**config.mk**
```make
export PLATFORM = sky130hd
export DESIGN_NAME = daq_frame_builder_flat
export DESIGN_NICKNAME = d
export VERILOG_FILES = /design/src/rtl/daq_frame_pkg.sv /design/src/rtl/daq_frame_builder_if.sv /design/src/rtl/daq_frame_byte_sel.sv /design/src/rtl/daq_frame_builder.sv /design/src/flat_wrapper.sv
export SDC_FILE = /design/constraint.sdc
export NUM_CORES = 1
export LEC_CHECK = 0
export CELL_PAD_IN_SITES_DETAIL_PLACEMENT = 0
export CELL_PAD_IN_SITES_GLOBAL_PLACEMENT = 1
export CORE_ASPECT_RATIO = 0.8
export CORE_MARGIN = 2
export CORE_UTILIZATION = 36
export DETAILED_ROUTE_END_ITERATION = 8
export PLACE_DENSITY = 0.87
export SLEW_MARGIN = 5
export SYNTH_ARGS = -nofsm -noshare
export SYNTH_HDL_FRONTEND = slang
export SYNTH_SLANG_ARGS = --single-unit
```
**constraint.sdc**
```tcl
create_clock -name clk -period 2.8 [get_ports clk]
set_input_delay 0.42 -clock clk [delete_from_list [all_inputs] [get_ports clk]]
set_output_delay 0.42 -clock clk [all_outputs]
set_load 0.005 [all_outputs]
```
**src/rtl/daq_frame_pkg.sv**
```systemverilog
// Shared types and constants for the DAQ frame builder: FSM states and
// the frame-length helper used to size the byte index.
package daq_frame_pkg;

  typedef enum logic [2:0] {
    ST_IDLE,
    ST_CRC_START,
    ST_CRC_WAIT,
    ST_CRC_ACK,
    ST_SEND
  } frame_state_t;

  localparam logic [7:0] SYNC_BYTE_DEFAULT = 8'hA5;

  // SYNC + SEQ + CRC surround the sample payload.
  localparam int FRAME_OVERHEAD = 3;

  function automatic int frame_bytes(input int data_length);
    return data_length / 8 + FRAME_OVERHEAD;
  endfunction

endpackage

```
**src/rtl/daq_frame_builder_if.sv**
```systemverilog
// Sample input, CRC8 handshake and byte-stream output of the frame builder.
// master = frame builder side, slave = the surrounding source/CRC/transmitter.
interface daq_frame_builder_if #(
  parameter int DATA_LENGTH = 32
) ();

  logic [DATA_LENGTH-1:0] s_data;
  logic                   s_valid;
  logic                   s_ready;
  logic [DATA_LENGTH-1:0] crc_data;
  logic                   crc_valid;
  logic                   crc_clear;
  logic [7:0]             crc8_in;
  logic                   crc_ready;
  logic [7:0]             m_byte;
  logic                   m_valid;
  logic                   m_ready;

  modport master (
    input  s_data, s_valid, crc8_in, crc_ready, m_ready,
    output s_ready, crc_data, crc_valid, crc_clear, m_byte, m_valid
  );

  modport slave (
    output s_data, s_valid, crc8_in, crc_ready, m_ready,
    input  s_ready, crc_data, crc_valid, crc_clear, m_byte, m_valid
  );

endinterface

```
**src/rtl/daq_frame_byte_sel.sv**
```systemverilog
// Combinational frame byte selector: SYNC, SEQ, payload bytes LSB first, CRC.
module daq_frame_byte_sel #(
  parameter int         DATA_LENGTH = 32,
  parameter logic [7:0] SYNC_BYTE   = 8'hA5,
  parameter int         FRAME_BYTES = 7,
  parameter int         IDX_W       = 3
) (
  input  logic [IDX_W-1:0]       idx,
  input  logic [7:0]             seq,
  input  logic [DATA_LENGTH-1:0] data,
  input  logic [7:0]             crc,
  output logic [7:0]             byte_out
);

  logic [7:0] frame [FRAME_BYTES];

  assign frame[0]             = SYNC_BYTE;
  assign frame[1]             = seq;
  assign frame[FRAME_BYTES-1] = crc;

  generate
    for (genvar gi = 0; gi < DATA_LENGTH / 8; gi++) begin : g_payload
      assign frame[gi+2] = data[8*gi +: 8];
    end
  endgenerate

  always_comb begin
    byte_out = 8'h00;
    if (int'(idx) < FRAME_BYTES) begin
      byte_out = frame[idx];
    end
  end

endmodule

```
**src/rtl/daq_frame_builder.sv**
```systemverilog
// Packetizer: accepts one sample, runs it through the external CRC8 unit,
// then streams SYNC, SEQ, payload and CRC bytes to the link transmitter.
module daq_frame_builder
  import daq_frame_pkg::*;
#(
  parameter int         DATA_LENGTH = 32,
  parameter logic [7:0] SYNC_BYTE   = SYNC_BYTE_DEFAULT,
  parameter int         CRC_TIMEOUT = 64
) (
  input  logic                clk,
  input  logic                reset,
  daq_frame_builder_if.master bus,
  output logic                busy,
  output logic                crc_timeout
);

  localparam int FRAME_BYTES = frame_bytes(DATA_LENGTH);
  localparam int IDX_W       = $clog2(FRAME_BYTES);
  localparam int TIMER_W     = $clog2(CRC_TIMEOUT);

  localparam logic [IDX_W-1:0]   LAST_IDX  = IDX_W'(FRAME_BYTES - 1);
  localparam logic [TIMER_W-1:0] TIMER_MAX = TIMER_W'(CRC_TIMEOUT - 1);

  frame_state_t           state_reg, state_next;
  logic [DATA_LENGTH-1:0] data_reg, data_next;
  logic [7:0]             crc_reg, crc_next;
  logic [7:0]             seq_reg, seq_next;
  logic [IDX_W-1:0]       idx_reg, idx_next;
  logic [TIMER_W-1:0]     timer_reg, timer_next;
  logic                   abort_reg, abort_next;
  logic [7:0]             sel_byte;

  always_ff @(posedge clk) begin
    if (reset) begin
      state_reg <= ST_IDLE;
      data_reg  <= '0;
      crc_reg   <= '0;
      seq_reg   <= '0;
      idx_reg   <= '0;
      timer_reg <= '0;
      abort_reg <= 1'b0;
    end else begin
      state_reg <= state_next;
      data_reg  <= data_next;
      crc_reg   <= crc_next;
      seq_reg   <= seq_next;
      idx_reg   <= idx_next;
      timer_reg <= timer_next;
      abort_reg <= abort_next;
    end
  end

  always_comb begin
    state_next = state_reg;
    data_next  = data_reg;
    crc_next   = crc_reg;
    seq_next   = seq_reg;
    idx_next   = idx_reg;
    timer_next = timer_reg;
    abort_next = abort_reg;

    case (state_reg)
      ST_IDLE: begin
        if (bus.s_valid) begin
          data_next  = bus.s_data;
          state_next = ST_CRC_START;
        end
      end

      ST_CRC_START: begin
        timer_next = '0;
        abort_next = 1'b0;
        state_next = ST_CRC_WAIT;
      end

      // A ready arriving on the very cycle the timer expires still wins.
      ST_CRC_WAIT: begin
        timer_next = timer_reg + TIMER_W'(1);
        if (bus.crc_ready) begin
          crc_next   = bus.crc8_in;
          abort_next = 1'b0;
          state_next = ST_CRC_ACK;
        end else if (timer_reg == TIMER_MAX) begin
          abort_next = 1'b1;
          state_next = ST_CRC_ACK;
        end
      end

      ST_CRC_ACK: begin
        idx_next   = '0;
        state_next = abort_reg ? ST_IDLE : ST_SEND;
      end

      ST_SEND: begin
        if (bus.m_ready) begin
          if (idx_reg == LAST_IDX) begin
            idx_next   = '0;
            seq_next   = seq_reg + 8'd1;
            state_next = ST_IDLE;
          end else begin
            idx_next = idx_reg + IDX_W'(1);
          end
        end
      end

      default: state_next = ST_IDLE;
    endcase
  end

  daq_frame_byte_sel #(
    .DATA_LENGTH (DATA_LENGTH),
    .SYNC_BYTE   (SYNC_BYTE),
    .FRAME_BYTES (FRAME_BYTES),
    .IDX_W       (IDX_W)
  ) u_byte_sel (
    .idx      (idx_reg),
    .seq      (seq_reg),
    .data     (data_reg),
    .crc      (crc_reg),
    .byte_out (sel_byte)
  );

  // s_ready must drop in the reset cycle itself, not one cycle later.
  assign bus.s_ready   = (state_reg == ST_IDLE) && !reset;
  assign bus.crc_data  = data_reg;
  assign bus.crc_valid = (state_reg == ST_CRC_START);
  assign bus.crc_clear = (state_reg == ST_CRC_ACK);
  assign bus.m_valid   = (state_reg == ST_SEND);
  assign bus.m_byte    = (state_reg == ST_SEND) ? sel_byte : 8'h00;
  assign busy          = (state_reg != ST_IDLE);
  assign crc_timeout   = (state_reg == ST_CRC_ACK) && abort_reg;

endmodule

```
**src/flat_wrapper.sv**
```systemverilog
// flat-port wrapper written by rule: the top's interface ports become plain ports
module daq_frame_builder_flat import daq_frame_pkg::*;
#(
  parameter int         DATA_LENGTH = 32,
  parameter logic [7:0] SYNC_BYTE   = SYNC_BYTE_DEFAULT,
  parameter int         CRC_TIMEOUT = 64
)
  (clk, reset, busy, crc_timeout, bus_s_data, bus_s_valid, bus_crc8_in, bus_crc_ready, bus_m_ready, bus_s_ready, bus_crc_data, bus_crc_valid, bus_crc_clear, bus_m_byte, bus_m_valid);
  daq_frame_builder_if #(.DATA_LENGTH(DATA_LENGTH)) bus_i ();
  input  logic clk;
  input  logic reset;
  output logic busy;
  output logic crc_timeout;
  input wire logic [$bits(bus_i.s_data)-1:0] bus_s_data;
  input wire logic [$bits(bus_i.s_valid)-1:0] bus_s_valid;
  input wire logic [$bits(bus_i.crc8_in)-1:0] bus_crc8_in;
  input wire logic [$bits(bus_i.crc_ready)-1:0] bus_crc_ready;
  input wire logic [$bits(bus_i.m_ready)-1:0] bus_m_ready;
  output wire logic [$bits(bus_i.s_ready)-1:0] bus_s_ready;
  output wire logic [$bits(bus_i.crc_data)-1:0] bus_crc_data;
  output wire logic [$bits(bus_i.crc_valid)-1:0] bus_crc_valid;
  output wire logic [$bits(bus_i.crc_clear)-1:0] bus_crc_clear;
  output wire logic [$bits(bus_i.m_byte)-1:0] bus_m_byte;
  output wire logic [$bits(bus_i.m_valid)-1:0] bus_m_valid;
  assign bus_i.s_data = bus_s_data;
  assign bus_i.s_valid = bus_s_valid;
  assign bus_i.crc8_in = bus_crc8_in;
  assign bus_i.crc_ready = bus_crc_ready;
  assign bus_i.m_ready = bus_m_ready;
  assign bus_s_ready = bus_i.s_ready;
  assign bus_crc_data = bus_i.crc_data;
  assign bus_crc_valid = bus_i.crc_valid;
  assign bus_crc_clear = bus_i.crc_clear;
  assign bus_m_byte = bus_i.m_byte;
  assign bus_m_valid = bus_i.m_valid;
  daq_frame_builder #(.DATA_LENGTH(DATA_LENGTH), .SYNC_BYTE(SYNC_BYTE), .CRC_TIMEOUT(CRC_TIMEOUT)) u_core (.clk(clk), .reset(reset), .bus(bus_i), .busy(busy), .crc_timeout(crc_timeout));
endmodule
```
== Yosys cells after proc, flatten, opt, wreduce, memory -nomap -nowiden ==
Cells that the tools add are included.

* Register bits after elaboration: 61
* Bits of input ports: 45
* Output and inout port bits: 46

* Add/subtract/negate cells: 3
* $lt $le $gt $ge: 2
* Eq/ne operators: 10
* Multiplexer cells: 19
* Bitwise gates (word level): 1
* Reduce and logical (&&, ||, !) cells: 13

{| class="wikitable"
|+ Operators by type and width
! cell !! number
|-
| 8-bit two-way mux || 4
|-
| 8-bit binary-select mux with 3-bit select || 1
|-
| 3-bit two-way mux || 8
|-
| 3-bit one-hot mux with 5 select lines || 1
|-
| 6-bit one-hot mux with 2 select lines || 1
|-
| 8-bit by 1-bit adder with 8-bit output (second input constant) || 1
|-
| 2-bit AND reduction || 4
|-
| 6-bit by 1-bit adder with 6-bit output (second input constant) || 1
|-
| 3-bit by 2-bit equality test with 1-bit output (second input constant) || 2
|-
| 3-bit equality test (second input constant) || 2
|-
| 6-bit equality test (second input constant) || 1
|-
| 3-bit one-hot mux with 2 select lines || 1
|-
| 4-bit greater-or-equal comparator (second input constant) || 1
|-
| 2-bit != test (second input constant) || 2
|-
| 3-bit NOT with 4-bit output || 1
|-
| 4-bit AND reduction || 1
|-
| 2-bit nonzero test || 2
|-
| 3-bit by 1-bit adder with 3-bit output (second input constant) || 1
|-
| 3-bit by 1-bit equality test with 1-bit output (second input constant) || 1
|-
| 3-bit zero test || 1
|-
| 3-bit less-than comparator (second input constant) || 1
|-
| 3-bit by 2-bit != test with 1-bit output (second input constant) || 1
|-
| 3-bit AND reduction || 1
|-
| 3-bit nonzero test || 1
|-
| 5 further kinds || 7
|}

== Logic depth before layout (Yosys ltp) ==
* Depth after elaboration: 6
* Gate-level depth with buffers: 6

== Modules after synthesis ==
A second synthesis with hierarchy kept.

* Cell total of the unflattened synthesis: 358
* Area total of the unflattened synthesis: 3129.3 µm²

{| class="wikitable"
|+ By module, submodules not included
! module !! instances !! cells each !! area each (µm²) !! seq. area each (µm²)
|-
| daq_frame_builder || 1 || 313 || 2622.5 || 1221.2
|-
| daq_frame_byte_sel || 1 || 45 || 506.7 || 0.0
|}

== Worst setup path after synthesis ==
Ideal clock, no wire load.

* Path kind: input to output
* Start: in reset
* End: out bus_s_ready
* Arrival time: 1.333 ns
* Setup slack: 1.047 ns
* Cell stages on the path: 4
* Path buffers: 3
* Cells stage by stage: clkbuf_1 > buf_1 > clkbuf_1 > nor2_1

* Word-level cells in the longest chain between the ends: 2

{| class="wikitable"
|+ Ends and longest elaborated chain
! item !! line !! source
|-
| start: declaration || flat_wrapper.sv:11 || <nowiki>input logic reset;</nowiki>
|-
| 1-bit zero test || daq_frame_builder.sv:124 || <nowiki>assign bus.s_ready = (state_reg == ST_IDLE) && !reset;</nowiki>
|-
| 1-bit logical AND || daq_frame_builder.sv:124 ||
|-
| end: declaration || flat_wrapper.sv:19 || <nowiki>output wire logic [$bits(bus_i.s_ready)-1:0] bus_s_ready;</nowiki>
|}

No other way between the ends.

== Final worst setup path ==
* Start: reg u_core.idx_reg[1]
* End: out bus_m_byte[3]

* Word-level cells in the longest chain between the ends: 6

{| class="wikitable"
|+ Ends and longest elaborated chain
! item !! line !! source
|-
| start: declaration || daq_frame_builder.sv:28 || <nowiki>logic [IDX_W-1:0] idx_reg, idx_next;</nowiki>
|-
| start signal: assignment || daq_frame_builder.sv:47 || <nowiki>idx_reg <= idx_next;</nowiki>
|-
| 3-bit NOT with 4-bit output (implied by the code) || daq_frame_byte_sel.sv:30 || <nowiki>byte_out = frame[idx];</nowiki>
|-
| 8-bit binary-select mux with 3-bit select || daq_frame_byte_sel.sv:30 ||
|-
| 8-bit two-way mux (implied by the code) (2 in series) || daq_frame_byte_sel.sv:30 ||
|-
| 8-bit two-way mux (*) || daq_frame_byte_sel.sv:29 || <nowiki>if (int'(idx) < FRAME_BYTES) begin</nowiki>
|-
| 8-bit two-way mux (*) || daq_frame_builder.sv:129 || <nowiki>assign bus.m_byte = (state_reg == ST_SEND) ? sel_byte : 8'h00;</nowiki>
|-
| end: declaration || flat_wrapper.sv:23 || <nowiki>output wire logic [$bits(bus_i.m_byte)-1:0] bus_m_byte;</nowiki>
|}

Every way passes the cells marked *; elsewhere a longest branch is shown, timed or not. The select of a mux whose other input is x is not followed.

==> flow_summary.yaml <==
power:
  power_mw: 1.958
  vdd_drop_max_mv: 0.2970
  power_leakage_nw: 1.442
  powerDensity_mw_per_mm2: 479.2
critical_path:
  crit_start: "u_core.idx_reg[1]"
  r2r_cells: 3
  worst-setup-path-type: "reg -> out"
  cp_max_fo: 29
  endpoint_kind: "output port"
  r2r-start: "u_core.idx_reg[2]"
  startpoint_type: "register"
  required_ps: 2380
  critPathArrivalTime_ps: 2220
  worst-r2r-setup-slack_ps: 680
placement:
  gp_congestion: 0.7748
  dpl.hpwl_um: 5695
  io_buffers: 90
outcome:
  outcome: "complete, no violations"
clocking:
  cts_buffer_depth: 2
  path_clk_slew_ps: 60
  cts-root-buf: "clkbuf_8"
  h-tree-depth: 3
  post_cts_buffers: 0
  cts_sinks: 61
  numCtsBuffers: 9
  cts_tree: "done"
  worst_skew_pair.late_latency_ps: 340
synthesis:
  synth_cell_types: 46
  synth-main-ff-cell: "dfxtp_1"
  synth_fp_nets: 400
  syn-cell-area_mm2: 0.002942
  async_flop_share: 0
  seq_area_frac_synth: 0.4151
  syn_avg_cell_area_um2: 8.333
  synth_seq_cells: 61
  synth_edf_count: 0
  synthCells: 353
  yosysWarnings: 0
floorplanning:
  fp-row-count: 29
  die_x_um: 105.1
  initial_core_util: 0.3702
  ioPinCount: 91
  core_area_mm2: 0.007946
  die_h_um: 84.85
  dieArea_mm2: 0.008915
global_route:
  grt_max_degree: 41
  track_usage: 0.1844
  antenna_found_initial: 0
  grt_pass1_vias: 2632
  grt-ovfl-total: 0
  grt_first_pass_wirelength_um: 13050
timing:
  finClkSkew_ps: 6.890
  finalCritPeriodShare: 0.9421
  holdWs_ps: 482.1
  fmax_mhz: 379.1
  rsz0062_at_grt: "no"
  setup_viol: 0
  min_period_ps: 2638
  max-slew-margin-rel: 0.5200
  tns_ps: 0
  worst_pin_slew_ps: 720.0
  drv_slew: 0
  hold_viol: 0
drt:
  dr.pass1.iters: 5
  ant_nets: 0
  vias: 2787
  drt_wl_total_um: 8027
  drtIter0Drc: 178
  wl_per_cell_um: 14.78
  viasPerCell: 5.133
  drcViolationCount: 0
cells_and_area:
  nNetsFinal: 478
  final_layout_size_suffix_gt1_frac: 0.08276
  nFillCells: 767
  syn_to_final_growth_pct: 38.92
  largest_reg_flops: 32
  final_common_cell: "clkdlybuf4s50_1"
  insertedDiodeCount: 0
  most-common-layout-cells: "89 x clkdlybuf4s50_1, 71 x nand2_1, 60 x dfxtp_1"
flow_run:
  drv_cap: 0
hold_path:
  holdPathStages: 2
  min-delay-start: "u_core.bus.crc_data[24]"
  hp-class: "reg -> reg"
## stage by stage
stage	instance area (um2)	setup WS [ps]	std cells	util
after detailed placement	3926	469.3	528	0.4941
after CTS	4085	60.05	543	0.5141
after global routing	4086	37.21	543	0.5143
after global placement	3926	481.7	528	0.4941
final	4086	162.1	543	0.5143
after floorplan	2942	1047	353	-
## synthesized netlist by cell type (all sizes together), types with 5 or more instances
cell type | instances | area, um2
a211oi | 5 | 37.54
buf | 13 | 66.31
mux2 | 9 | 101.4
clkbuf | 18 | 67.56
nand2 | 71 | 266.5
inv | 6 | 22.52
a2bb2oi | 8 | 70.07
a21oi | 44 | 220.2
dfxtp | 61 | 1221
nor2b | 8 | 50.05
nand3 | 9 | 45.04
mux2i | 21 | 210.2
nor2 | 18 | 67.56
or3 | 5 | 31.28
## critical path: stages (launching register included)
cell and delay, ps:
dfxtp_1 350, buf_12 200, nor2b_1 310, a221oi_1 150, a211oi_1 280, clkdlybuf4s50_1 560
## cell families after synthesis
| kind of cell | Yosys count | share of synthesized area |
|---|---|---|
| simple gates | 138 | 0.2301 |
| compound gates | 84 | 0.1859 |
| flops | 61 | 0.4151 |
| buf+inv | 38 | 0.05444 |
| mux | 30 | 0.1059 |
| fa+ha+maj | 2 | 0.008506 |
## routing by layer
metal  share of wire  global-route usage  vias to the layer above
met3           0.057             0.05914                       10
met1            0.47              0.2418                     1296
met4           0.010             0.05455                        0
met5               0                   0                        -
li1                -                   -                     1408
met2            0.46              0.2928                       73
## worst paths after layout
| path | end |
|---|---|
| setup / recovery | bus_m_byte[3] |
| hold reg to reg | u_core.bus.crc_data[24] |
| setup reg to reg | u_core.seq_reg[6] |
| hold / removal | u_core.bus.crc_data[24] |
## final cells by class
cell class / instances / area [um2] / area share
sequential: 61 / 1222 / 0.2991
multi-input combinational: 254 / 1575 / 0.3855
inverter: 7 / 26.28 / 0.006430
tap: 108 / 135.1 / 0.03307
timing repair buffer: 98 / 968.4 / 0.2370
clock inverter: 2 / 10.01 / 0.002449
clock buffer: 13 / 148.9 / 0.03644
## timing repair
item                       4_1_cts  5_1_grt
resized for setup                0        1
hold buffers                     0        0
setup endpoints to repair        0        4
## report_power, final
group | internal [mW] | switching (mW)
sequential | 0.914 | 0.0485
clock | 0.338 | 0.326
combinational | 0.188 | 0.144
(Power assumes the default switching activity.)
==> RTL change 1 (same settings) <==
`data_reg` no longer has a reset.
--- a/src/rtl/daq_frame_builder.sv
+++ b/src/rtl/daq_frame_builder.sv
@@ -33,7 +33,6 @@
   always_ff @(posedge clk) begin
     if (reset) begin
       state_reg <= ST_IDLE;
-      data_reg  <= '0;
       crc_reg   <= '0;
       seq_reg   <= '0;
       idx_reg   <= '0;
@@ -41,13 +40,16 @@
       abort_reg <= 1'b0;
     end else begin
       state_reg <= state_next;
-      data_reg  <= data_next;
       crc_reg   <= crc_next;
       seq_reg   <= seq_next;
       idx_reg   <= idx_next;
       timer_reg <= timer_next;
       abort_reg <= abort_next;
     end
+  end
+
+  always_ff @(posedge clk) begin
+    data_reg <= data_next;
   end
 
   always_comb begin
Behaviour: not the same (Yosys sat finds a counterexample within 4 cycles, from zero or initial values and one cycle with reset high).
==> RTL change 1 against the unedited design <==
Synthesized area fell by 3.3%; power rose by 6.3%; clock skew rose by 0.0015 ns; critical path type unchanged; sequential cell count did not move; largest cell class is now registers; routed wire length fell by 10%; register-to-register slack improved by 0.05 ns; sequential share of layout area rose by 8.2 points; final area fell by 1.0%; setup slack improved by 0.044 ns; count of clock-buffer cells in the layout fell by 3.
==> RTL change 1: results (changes against the unedited design) <==
Outcome -> complete, no violations
Met2 Resource Use GR -> 25.9% (-3.4 points)
Synth cell types -> 44 (-4.3%)
FF-to-FF setup slack -> 0.73 ns (+0.05 ns)
CP Max Fanout -> 11 (-62%)
Met1 usage -> 25.1% (+0.96 points)
Syn nets -> 298 (-26%)
Number of synthesized flops with an enable pin -> 32 (+32)
Hold_sp -> u_core.timer_reg[1]$_SDFFE_PP0P_
Top post-synthesis cells by area -> edfxtp_1 34%, dfxtp_1 20%, mux2i_1 7.0%
Critical path arrival -> 2.17 ns (-0.05 ns)
Largest stage delay on the critical path -> 0.50 ns (-0.06 ns)
Clock-cell share of area -> 4.52% (+0.63 points)
Fillers -> 682 (-11%)
Power density over the cells -> 515 nW/um2 (+7.4%)
Inverters -> 13 (+6)
Met3 usage -> 7.71% (+1.8 points)
R2r endpoint -> u_core.seq_reg[4]$_SDFFE_PP0P_
First-pass detailed-route iteration total -> 4 (-1)
DR iter-0 viols -> 124 (-30%)
Commonest cells in the netlist -> 32 x edfxtp_1, 29 x dfxtp_1, 20 x mux2i_1
Final HPWL DP -> 5.18 mm (-9.0%)
Clk_buf instances -> 10 (-3)
Layout Skew -> 0.00835 ns (+0.00146 ns)
Vias -> 2325 (-17%)
Multi-input combinational cell count -> 157 (-38%)
Pint -> 1.59 mW (+10%)
Clock power frac -> 35.8% (+1.9 points)
Min Hold Slack -> 0.489 ns (+0.00698 ns)
Maximum VDD drop -> 0.000357 V (+20%)
Plain + repair buffers -> 99 (+1.0%)
GP Congestion -> 0.799 (+3.1%)
Largest net degree at the start of global routing -> 34 (-17%)
Combinational group share of total power -> 13.9% (-3.0 points)
Final wirelength -> 7.20 mm (-10%)
Gr usage total -> 18.2% (-0.22 points)
Pleak -> 1.44 nW (-0.14%)
Layout cells sized above 1 -> 11.6% (+3.3 points)
Area of the multi-input gates -> 1160 um2 (-26%)
RTL change 1: metal layers:
| layer | share of wire, % | wire length [um] |
|---|---|---|
| met1 | 46 | 3300 |
| met2 | 44 | 3150 |
| met3 | 9.0 | 651 |
| met4 | 1.4 | 99 |
| met5 | 0 | 0 |
RTL change 1: how the worst max path moves through the flow:
| stage | start | to | depth (start not counted) |
|---|---|---|---|
| 2_1_floorplan | u_core.state_reg[2]$_SDFFE_PP0P_ | u_core.bus.crc_data[0]$_DFFE_PP_ | 3 |
| 3_3_place_gp | bus_m_ready | u_core.seq_reg[4]$_SDFFE_PP0P_ | 5 |
| 3_5_place_dp | bus_m_ready | u_core.seq_reg[4]$_SDFFE_PP0P_ | 5 |
| 4_1_cts | u_core.state_reg[2]$_SDFFE_PP0P_ | bus_m_byte[2] | 4 |
| 5_1_grt | u_core.idx_reg[0]$_SDFFE_PP0P_ | bus_m_byte[4] | 5 |
| 6_report | u_core.state_reg[2]$_SDFFE_PP0P_ | bus_m_byte[2] | 4 |
RTL change 1: timing repair:
item | 4_1_cts | 5_1_grt
setup endpoints to repair | 0 | 6
resized for setup | 0 | 2
hold buffers | 0 | 0
RTL change 1: stage by stage:
| stage | setup slack (ns) | cells | instance area, um2 |
|---|---|---|---|
| finish | 0.206 | 451 | 4050 |
| global route | 0.0787 | 451 | 4050 |
| CTS | 0.0995 | 451 | 4040 |
| detailed placement | 0.436 | 435 | 3860 |
| global placement | 0.463 | 435 | 3860 |
| floorplan | 0.0756 | 251 | 2840 |
RTL change 1: kinds of logic after synthesis:
logic type               count (synthesis)  share of synthesized area [%]
AO/OA/AOI/OAI                           53                           13.5
buffers and inverters                   33                           5.41
adder cells (fa/ha/maj)                  2                          0.880
multiplexers                            30                           11.0
AND/OR/NAND/NOR                         72                           15.0
flip-flops                              61                           54.2
==> RTL change 2 (same flow settings) <==
Without the edit above. `CRC_TIMEOUT` is set to 64 in 2 places; all go to 128.
--- a/src/rtl/daq_frame_builder.sv
+++ b/src/rtl/daq_frame_builder.sv
@@ -5,7 +5,7 @@
 #(
   parameter int         DATA_LENGTH = 32,
   parameter logic [7:0] SYNC_BYTE   = SYNC_BYTE_DEFAULT,
-  parameter int         CRC_TIMEOUT = 64
+  parameter int         CRC_TIMEOUT = 128
 ) (
   input  logic                clk,
   input  logic                reset,
--- a/src/flat_wrapper.sv
+++ b/src/flat_wrapper.sv
@@ -3,7 +3,7 @@
 #(
   parameter int         DATA_LENGTH = 32,
   parameter logic [7:0] SYNC_BYTE   = SYNC_BYTE_DEFAULT,
-  parameter int         CRC_TIMEOUT = 64
+  parameter int         CRC_TIMEOUT = 128
 )
   (clk, reset, busy, crc_timeout, bus_s_data, bus_s_valid, bus_crc8_in, bus_crc_ready, bus_m_ready, bus_s_ready, bus_crc_data, bus_crc_valid, bus_crc_clear, bus_m_byte, bus_m_valid);
   daq_frame_builder_if #(.DATA_LENGTH(DATA_LENGTH)) bus_i ();
Behaviour: no difference found for any inputs over 10 cycles, from zero or initial values and one cycle with reset high; that may be too few to reach the edited logic, so the function may still have changed.
==> RTL change 2 against the unedited design <==
Fmax is 1.2% lower; power increased by 12%; sequential cell count is 1 higher; synthesized area up 5.4%; via count up 7.9%; routed wire length increased by 9.3%; final area up 5.0%; sequential share of layout area fell by 0.96 points; hold slack worse by 0.063 ns; die area up 5.1%; highest routed layer unchanged; setup slack got worse by 0.031 ns; register-to-register slack worse by 0.19 ns; global-route usage grew 0.72 points.
==> RTL change 2: results (changes against the unedited design) <==
Outcome -> complete, no violations
Async set-reset flop share out of synthesis -> 0% (unchanged)
Pint -> 1.58 mW (+9.5%)
DP Worst Slack -> 0.359 ns (-0.110 ns)
Placed cell count -> 558 (+5.7%)
Top post-synthesis cells by area -> dfxtp_1 40%, nand2_1 9.3%, a21oi_1 7.4%
Reg power frac -> 45.3% (-3.9 points)
Layout Skew -> 0.00437 ns (-0.00252 ns)
Critical path arrival -> 2.25 ns (+0.03 ns)
Fillers -> 833 (+8.6%)
Avg Vias per Cell -> 5.24 (+2.1%)
Pleak -> 1.44 nW (about the same)
Layout cells sized above 1 -> 8.66% (+0.38 points)
Vias in the first global route -> 2797 (+6.3%)
Placed cell areas -> 4100 um2 (+4.4%)
R2r endpoint -> u_core.seq_reg[7]$_SDFFE_PP0P_
Largest stage delay on the critical path -> 0.53 ns (-0.03 ns)
First-pass detailed-route iteration total -> 4 (-1)
Wirelength per Cell -> 15.3 um (+3.4%)
Slew HR -> 54.0% (+2.0 points)
Commonest cells in the netlist -> 77 x nand2_1, 62 x dfxtp_1, 46 x a21oi_1
CP Max Fanout -> 22 (-24%)
Combinational group share of total power -> 19.5% (+2.6 points)
Clock Latency Late Sink -> 0.33 ns
Syn nets -> 427 (+6.8%)
Worst setup path end -> bus_m_byte[3]
Number of synthesis warnings -> 0 (unchanged)
Switching share of power -> 28.1% (+1.6 points)
GP Congestion -> 0.804 (+3.8%)
Nets -> 504 (+5.4%)
FF-to-FF setup slack -> 0.49 ns (-0.19 ns)
Worst Hold Class -> primary input to register
DR iter-0 viols -> 188 (+5.6%)
Worst path slowest cell -> dfxtp_1
Crit path from -> u_core.idx_reg[0]$_SDFFE_PP0P_
Post-synthesis sequential area ratio -> 40.0% (-1.5 points)
Ys flop type -> dfxtp_1
Number of flip-flops in the largest register -> 32 (unchanged)
Synth cell types -> 51 (+11%)
Worst r2r src -> u_core.idx_reg[2]$_SDFFE_PP0P_
Final HPWL DP -> 6.13 mm (+7.6%)
Maximum VDD drop -> 0.000246 V (-17%)
Post-CTS sizing -> 0 (unchanged)
First-pass GRT wire length -> 14.2 mm (+8.8%)
Postcts setup bufs -> 0 (unchanged)
Syn_area_per_cell -> 8.16 um2 (-2.1%)
Final wirelength -> 8.77 mm (+9.3%)
Largest net degree at the start of global routing -> 66 (+61%)
Final worst slack -> 0.131 ns (-0.0308 ns)
Gr usage total -> 19.2% (+0.72 points)
Worst-path clk slew -> 0.07 ns
Number of I/O port buffers -> 90 (unchanged)
RTL change 2: area by class of cell:
| class | instances | area (um2) | share of cell area [%] |
|---|---|---|---|
| Clock inverter | 6 | 62.6 | 1.46 |
| Multi-Input combinational cell | 278 | 1710 | 39.9 |
| Sequential cell | 62 | 1240 | 29.0 |
| Clock buffer | 10 | 128 | 2.97 |
| Tap cell | 112 | 140 | 3.27 |
| Inverter | 6 | 22.5 | 0.525 |
| Timing Repair Buffer | 100 | 983 | 22.9 |
RTL change 2: cells by family (layout without fill, tap and decap cells):
family,count (synthesis),after routing,share of synthesized area [%]
simple gates,165,165,26.2
compound gates,80,80,16.1
flops,62,62,40.0
buf+inv,40,122,5.13
mux,30,30,11.4
fa+ha+maj,2,2,0.807
xor+xnor,1,1,0.283
RTL change 2: per-layer routing:
| metal | part of all wire [%] | GRT usage, % |
|---|---|---|
| met1 | 49 | 27.7 |
| met2 | 45 | 27.8 |
| met3 | 6.2 | 6.66 |
| met4 | 0.17 | 3.61 |
| met5 | 0 | 0 |
RTL change 2: how the worst min path moves through the flow:
stage                                               from                              endpoint  slack (ns)  depth (start not counted)
floorplan                  u_core.abort_reg$_SDFFE_PP0P_         u_core.abort_reg$_SDFFE_PP0P_        0.45                          2
global route                                       reset      u_core.state_reg[0]$_SDFFE_PP0P_        0.42                          3
detailed placement  u_core.bus.crc_data[23]$_SDFFE_PP0P_  u_core.bus.crc_data[23]$_SDFFE_PP0P_        0.47                          2
CTS                                                reset      u_core.state_reg[0]$_SDFFE_PP0P_        0.41                          3
global placement           u_core.abort_reg$_SDFFE_PP0P_         u_core.abort_reg$_SDFFE_PP0P_        0.46                          2
finish                                             reset      u_core.state_reg[0]$_SDFFE_PP0P_        0.42                          3
